[src/rtl/updown_mod_counter.sv]
// rtl/updown_mod_counter.sv - modulo up/down counter with Gray output and boundary event flags
module updown_mod_counter #(
    parameter int WIDTH    = 8,
    parameter int MAX_VAL  = 255,
    parameter int SATURATE = 0
) (
    input  logic             clk,
    input  logic             rst_n,
    input  logic             en,
    input  logic             up,
    input  logic             load,
    input  logic [WIDTH-1:0] load_val,
    input  logic             clr,
    output logic [WIDTH-1:0] q,
    output logic [WIDTH-1:0] q_gray,
    output logic             wrap_p,
    output logic             ovf
);

    localparam logic [WIDTH-1:0] MAX_Q  = WIDTH'(MAX_VAL);
    localparam logic [WIDTH-1:0] ZERO_Q = '0;
    localparam logic [WIDTH-1:0] ONE_Q  = WIDTH'(1);
    localparam bit               SAT    = (SATURATE != 0);

    logic [WIDTH-1:0] q_q, q_d;
    logic [WIDTH-1:0] q_gray_q, q_gray_d;
    logic             wrap_p_q, wrap_p_d;
    logic             ovf_q, ovf_d;

    always_comb begin
        q_d      = q_q;
        wrap_p_d = 1'b0;
        ovf_d    = ovf_q;
        if (clr) begin
            q_d   = ZERO_Q;
            ovf_d = 1'b0;
        end else if (load) begin
            q_d = (load_val > MAX_Q) ? MAX_Q : load_val;
        end else if (en) begin
            if (up) begin
                if (q_q == MAX_Q) begin
                    wrap_p_d = 1'b1;
                    ovf_d    = 1'b1;
                    q_d      = SAT ? MAX_Q : ZERO_Q;
                end else begin
                    q_d = q_q + ONE_Q;
                end
            end else begin
                if (q_q == ZERO_Q) begin
                    wrap_p_d = 1'b1;
                    ovf_d    = 1'b1;
                    q_d      = SAT ? ZERO_Q : MAX_Q;
                end else begin
                    q_d = q_q - ONE_Q;
                end
            end
        end
        // Gray is encoded from the next-state count so it lands on the same edge as q.
        q_gray_d = (q_d >> 1) ^ q_d;
    end

    always_ff @(posedge clk or negedge rst_n) begin
        if (!rst_n) begin
            q_q      <= '0;
            q_gray_q <= '0;
            wrap_p_q <= 1'b0;
            ovf_q    <= 1'b0;
        end else begin
            q_q      <= q_d;
            q_gray_q <= q_gray_d;
            wrap_p_q <= wrap_p_d;
            ovf_q    <= ovf_d;
        end
    end

    assign q      = q_q;
    assign q_gray = q_gray_q;
    assign wrap_p = wrap_p_q;
    assign ovf    = ovf_q;

endmodule

[config.mk]
export PLATFORM = sky130hd
export DESIGN_NAME = updown_mod_counter
export DESIGN_NICKNAME = d
export VERILOG_FILES = /design/src/rtl/updown_mod_counter.sv
export SDC_FILE = /design/constraint.sdc
export NUM_CORES = 1
export LEC_CHECK = 0
export ABC_AREA = 1
export BUFFER_PORTS_ARGS = -buffer_cell sky130_fd_sc_hd__buf_2
export CAP_MARGIN = 20
export CELL_PAD_IN_SITES_DETAIL_PLACEMENT = 1
export CELL_PAD_IN_SITES_GLOBAL_PLACEMENT = 1
export CORE_MARGIN = 2
export CORE_UTILIZATION = 34
export CTS_BUF_LIST = sky130_fd_sc_hd__clkbuf_16
export CTS_CLUSTER_SIZE = 12
export DETAILED_ROUTE_END_ITERATION = 7
export PLACE_DENSITY_LB_ADDON = 0.08
export SLEW_MARGIN = 10
export SYNTH_ARGS = -nofsm -noshare
export SYNTH_HDL_FRONTEND = slang
export SYNTH_SLANG_ARGS = --single-unit
export TNS_END_PERCENT = 50
[constraint.sdc]
create_clock -name clk -period 1.5 [get_ports clk]
set_input_delay 0.075 -clock clk [delete_from_list [all_inputs] [get_ports clk]]
set_output_delay 0.075 -clock clk [all_outputs]
set_load 0.02 [all_outputs]
# --- Yosys cells after proc, flatten, opt, wreduce, memory -nomap -nowiden ---
# Index checks and enable logic that the tools add are counted.
# W data, S select, Z words.
totals:
  regBits: 18
  latchBits: 0
  ram_bits: 0
  mem_bits_ro: 0
  input_bits: 14
  output_inout_bits: 18
  word_cells: 34
  n_memories: 0
op_classes:
  add_sub_neg: 2
  mul: 0
  div_mod_pow: 0
  order_cmp: 1
  eq_ne: 3
  shifts: 0
  n_mux: 19
  bitwise: 1
  n_reduce_logical: 4
ops:
  columns: ["operator", "count"]
  rows:
  - ["$mux W8", 7]
  - ["$mux W1", 12]
  - ["$add A8 B1 Y8 const B", 1]
  - ["$eq A8 B8 Y1 const B", 1]
  - ["$gt A8 B8 Y1 const B", 1]
  - ["$logic_not A8 Y1", 1]
  - ["$sub A8 B1 Y8 const B", 1]
  - ["$xor A7 B8 Y8", 1]
  - ["$reduce_and A4 Y1", 1]
  - ["$ne A3 B1 Y1 const B", 1]
  - ["$reduce_bool A3 Y1", 1]
  - ["$ne A2 B1 Y1 const B", 1]
  - ["$reduce_bool A2 Y1", 1]

# --- Depth between registers and ports, before layout ---
depth:
  word_depth: 7
  ltp_mapped: 12
  depth_no_buf: 12

# --- Least setup slack after synthesis ---
# OpenSTA, ideal clock, no wires.
synth_path:
  path_kind: "flip-flop to flip-flop"
  startpoint: "reg q_q[0], in the netlist q[0]"
  endpoint: "reg q_gray_q[1], in the netlist q_gray[1]"
  setup_ns: 0.124
  arrival_ns: 1.538
  required_time_ns: 1.376
  path_slack_ns: -0.162
  stages_incl_launch_ff: 7
  path_buffers: 0
  synth_period_minus_slack_ns: 1.662
  path_cell_list: "dfrtp_1 -> inv_1 -> ha_1 -> xor2_1 -> o21ai_0 -> nand3_1 -> xor2_1"
synth_between:
  elab_chain_cells: 7
  elab_cells_between_ends: 11
  cone_classes: "2 x add/sub; 1 x eq/ne; 6 x mux; 1 x bitwise; 1 x reduce/logical"
synth_lines:
  columns: ["element", "line_no", "source"]
  rows:
  - ["start, declared", "25", "logic [WIDTH-1:0] q_q, q_d;"]
  - ["start signal, assigned", "69", "q_q <= q_d;"]
  - ["$sub A8 B1 Y8, or another cell as far along", "54", "q_d = q_q - ONE_Q;"]
  - ["$mux W8, on equally long branches", "49, 41", null]
  - ["$mux W8 *", "40", "if (up) begin"]
  - ["$mux W8 *", "39", "end else if (en) begin"]
  - ["$mux W8 *", "37", "end else if (load) begin"]
  - ["$mux W8 *", "34", "if (clr) begin"]
  - ["$xor A7 B8 Y8 *", "59", "q_gray_d = (q_d >> 1) ^ q_d;"]
  - ["via q_gray_d[1]", "26", "logic [WIDTH-1:0] q_gray_q, q_gray_d;"]
  - ["end signal, assigned", "70", "q_gray_q <= q_gray_d;"]
  - ["end, declared", "26", null]
# Mark *: on every way through the listed nets, which the timed path passes. The rest lies on a longest branch.
# A chain may end at the register's enable or synchronous reset.

# --- Final worst setup path ---
layout_path:
  startpoint: "reg q_q[1], in the netlist q[1]"
  endpoint: "reg q_gray_q[4], in the netlist q_gray[4]"
layout_between:
  elab_chain_cells: 7
  elab_cells_between_ends: 11
  cone_classes: "2 x add/sub; 1 x eq/ne; 6 x mux; 1 x bitwise; 1 x reduce/logical"
layout_lines:
  columns: ["element", "line_no"]
  rows:
  - ["$sub A8 B1 Y8, or another cell as far along", "54"]
  - ["$mux W8, on equally long branches", "49, 41"]
  - ["$mux W8 *", "40"]
  - ["$mux W8 *", "39"]
  - ["$mux W8 *", "37"]
  - ["$mux W8 *", "34"]
  - ["via q_d[4]", "25"]
  - ["$xor A7 B8 Y8 *", "59"]
  - ["via q_gray_d[4]", "26"]
# Marked as above.

==> out/results.tsv <==
metric	value	unit
fin crit period	1580	ps
Slew headroom	67.2	%
FFs w/ async S/R, synth	100	%
crit path kind	register to register	
Worst Path Buf+Inv	2	
Least-Margin Pin Slew	486	ps
die extent in x	68.2	um
Yosys reg bits	17	
port buffer count	31	
Synthesized Nets	212	
final setup margin	-77.8	ps
Max IR drop VDD	0.000591	V
vias per cell	4.83	
post-layout net count	263	
Detailed Route Iter0 Violations	35	
critical path data arrival time	1720	ps
crit end category	register	
Min-Delay Path Class	input port to register	
Initial Utilization	35.3	%
Mapped Area	0.00140	mm2
Root Driver	clkbuf_16	
clock skew	1.17	ps
Critical Path Max Stage Delay	430	ps
CTS max path bufs	2	
CTS tree	yes	
failing checks	setup timing	
Final Slew Violations	0	
final hold violations	0	
area share of the largest cell type after synthesis	30.4	%
Cells after Synth	195	
post-synth cell types	30	
Inserted Clock Buffers	3	
fill cell count	507	
cell with the most instances after synthesis	nand2_1	
Syn. warnings	0	
Site Rows	23	
DP HPWL	3.27	mm
sequential area share after synthesis	30.4	%
Routability Congestion	0.905	
share of cells above drive strength 1	46.9	%
Initial DRT Pass Iterations	4	
vias in the first global route	1485	
CP required	1640	ps
H-tree levels	1	
Max Fanout on Critical Path	6	
wirelength, routed	4.29	mm
first-pass GRT wire length	6.86	mm
RSZ-0062 raised after global routing	true	
maximum number of pins on one net before global-route repair	18	
ANT nets after route	0	
setup TNS	-404	ps
Area growth, synth to finish	38.2	%
cell family with most CP delay	simple AND/OR/NAND/NOR gates	
largest area contributor in the netlist	dfrtp_1	
DIE HEIGHT	68.2	um
CP cell instances	inv_2 > ha_4 > nand2_4 > nor2_4 > nor2_4 > nand2_1 > nand2_1 > nand2_2 > nand2_2 > inv_2 > nand2_1 > nand2_1	
Slowest-stage cell, CP	dfrtp_2	
cell mode on critical path	nand2_1	
Power per Cell Area	863	mW/mm2
Peak Freq	0.634	GHz
EDFF count, synth	0	
DIE AREA	0.00465	mm2
I/O Pins	32	
Core ar.	0.00397	mm2
initial antenna violation count	0	
GRT Util Overall	20.1	%
Avg Inst Size Synth	7.18	um2
CP startpoint kind	register	
Clk pin slew, worst setup/hold paths	50	ps
max-cap viol count	0	
final worst-path cycle share	105	%
Area contributors post-synth	dfrtp_1 (30%), nand2_1 (12%), nand3_1 (8.2%)	
setup violators final	7	
GRT overflow	0	
routed vias	1425	
drt drc	0	
Commonest cells post-synth	nand2_1 (46), nand3_1 (23), inv_1 (20), dfrtp_1 (17), nor2_1 (17)	
Avg WL per Cell	14.5	um
most frequently used flop master after synthesis	dfrtp_1	
R2R setup slack	-80	ps
Tot Pwr	1.67	mW
# diodes	0	
CTS sink count	17	
outcome	finished, violations left	
Lkg Pwr	1.01	nW
insertion delay to the later sink of the worst-skew pair	250	ps
-- final timing paths --
check / startpoint / endpoint / cells after the start
worst max register to register: q[1]$_DFF_PN0_ / q_gray[4]$_DFF_PN0_ / 12
worst min-delay path: clr / q[0]$_DFF_PN0_ / 4
min in group asynchronous: rst_n / q_gray[7]$_DFF_PN0_ / 2
max in group asynchronous: rst_n / q[2]$_DFF_PN0_ / 2
worst max-delay path: q[1]$_DFF_PN0_ / q_gray[4]$_DFF_PN0_ / 12
worst min register to register: ovf$_DFFE_PN0P_ / ovf$_DFFE_PN0P_ / 2
-- timing repair --
item                                    CTS  global route
buffers inserted                          3             5
endpoints found under the hold margin    17             0
resized for setup                        16            17
pin swaps                                 6            12
hold buffers                              1             0
endpoints found under the setup margin   12            14
-- stage by stage --
stage	util (%)	instances	cell area, um2	hold slack [ps]	worst slack, ps
4_1_cts	46.3	290	1840	175	-68.7
5_1_grt	48.7	295	1930	221	-181
3_5_place_dp	42.0	282	1670	28.4	-173
3_3_place_gp	42.0	282	1670	21.3	-162
2_1_floorplan	-	195	1420	-221	16.9
6_report	48.7	295	1930	173	-77.8
-- power breakdown --
group          total [mW]  leakage (nW)  internal [mW]  switching (mW)
clock               0.528        0.0423          0.354           0.174
sequential          0.556         0.210          0.504          0.0519
combinational       0.585         0.756          0.234           0.351
total                1.67          1.01           1.09           0.578
-- cell type report --
type | instances | area, um2 | area share (%)
tap | 50 | 62.6 | 3.23
clock inverter | 1 | 3.75 | 0.194
inverter | 25 | 96.3 | 4.98
sequential | 17 | 433 | 22.4
timing repair buffer | 55 | 342 | 17.7
multi-input combinational | 144 | 922 | 47.7
clock buffer | 3 | 75.1 | 3.88
-- worst min-delay path: cells and delay by family --
kind	cells	cell delay, ps
buf+inv	2	160
simple gates	2	150
-- registers in the layout, indices dropped and copies added, names as in the netlist --
name    cells
wrap_p      1
q_gray      8
q           7
ovf         1
-- metal layers --
| layer | global-route usage [%] | part of all wire [%] | vias up |
|---|---|---|---|
| met2 | 35.4 | 53 | 17 |
| met3 | 3.78 | 1.9 | 4 |
| met1 | 25.5 | 44 | 685 |
| met4 | 3.75 | 0.61 | 0 |
| met5 | 0 | 0 | - |
| li1 | - | - | 719 |
-- layout by cell type, fill, tap and decap left out, types with 4 or more instances in the layout --
cell type,n
o21ai_0,4
buf_4,22
nand3_2,5
nand3_1,20
buf_2,31
nor2_2,4
dfrtp_2,6
nand2_4,6
nand2_1,42
o21ai_1,5
nand2_2,11
nor2_1,14
inv_2,7
inv_1,17
a21oi_1,8
dfrtp_1,11
nor2_4,7
-- cells by family (layout without fill, tap and decap cells) --
kind of cell	count (synthesis)	count (layout)	synth area share, %
compound gates	24	24	10.5
xor+xnor	4	4	2.50
fa+ha+maj	3	3	2.68
buf+inv	34	84	12.5
flops	17	17	30.4
simple gates	113	113	41.5
Power figures use the tool's default switching activity.
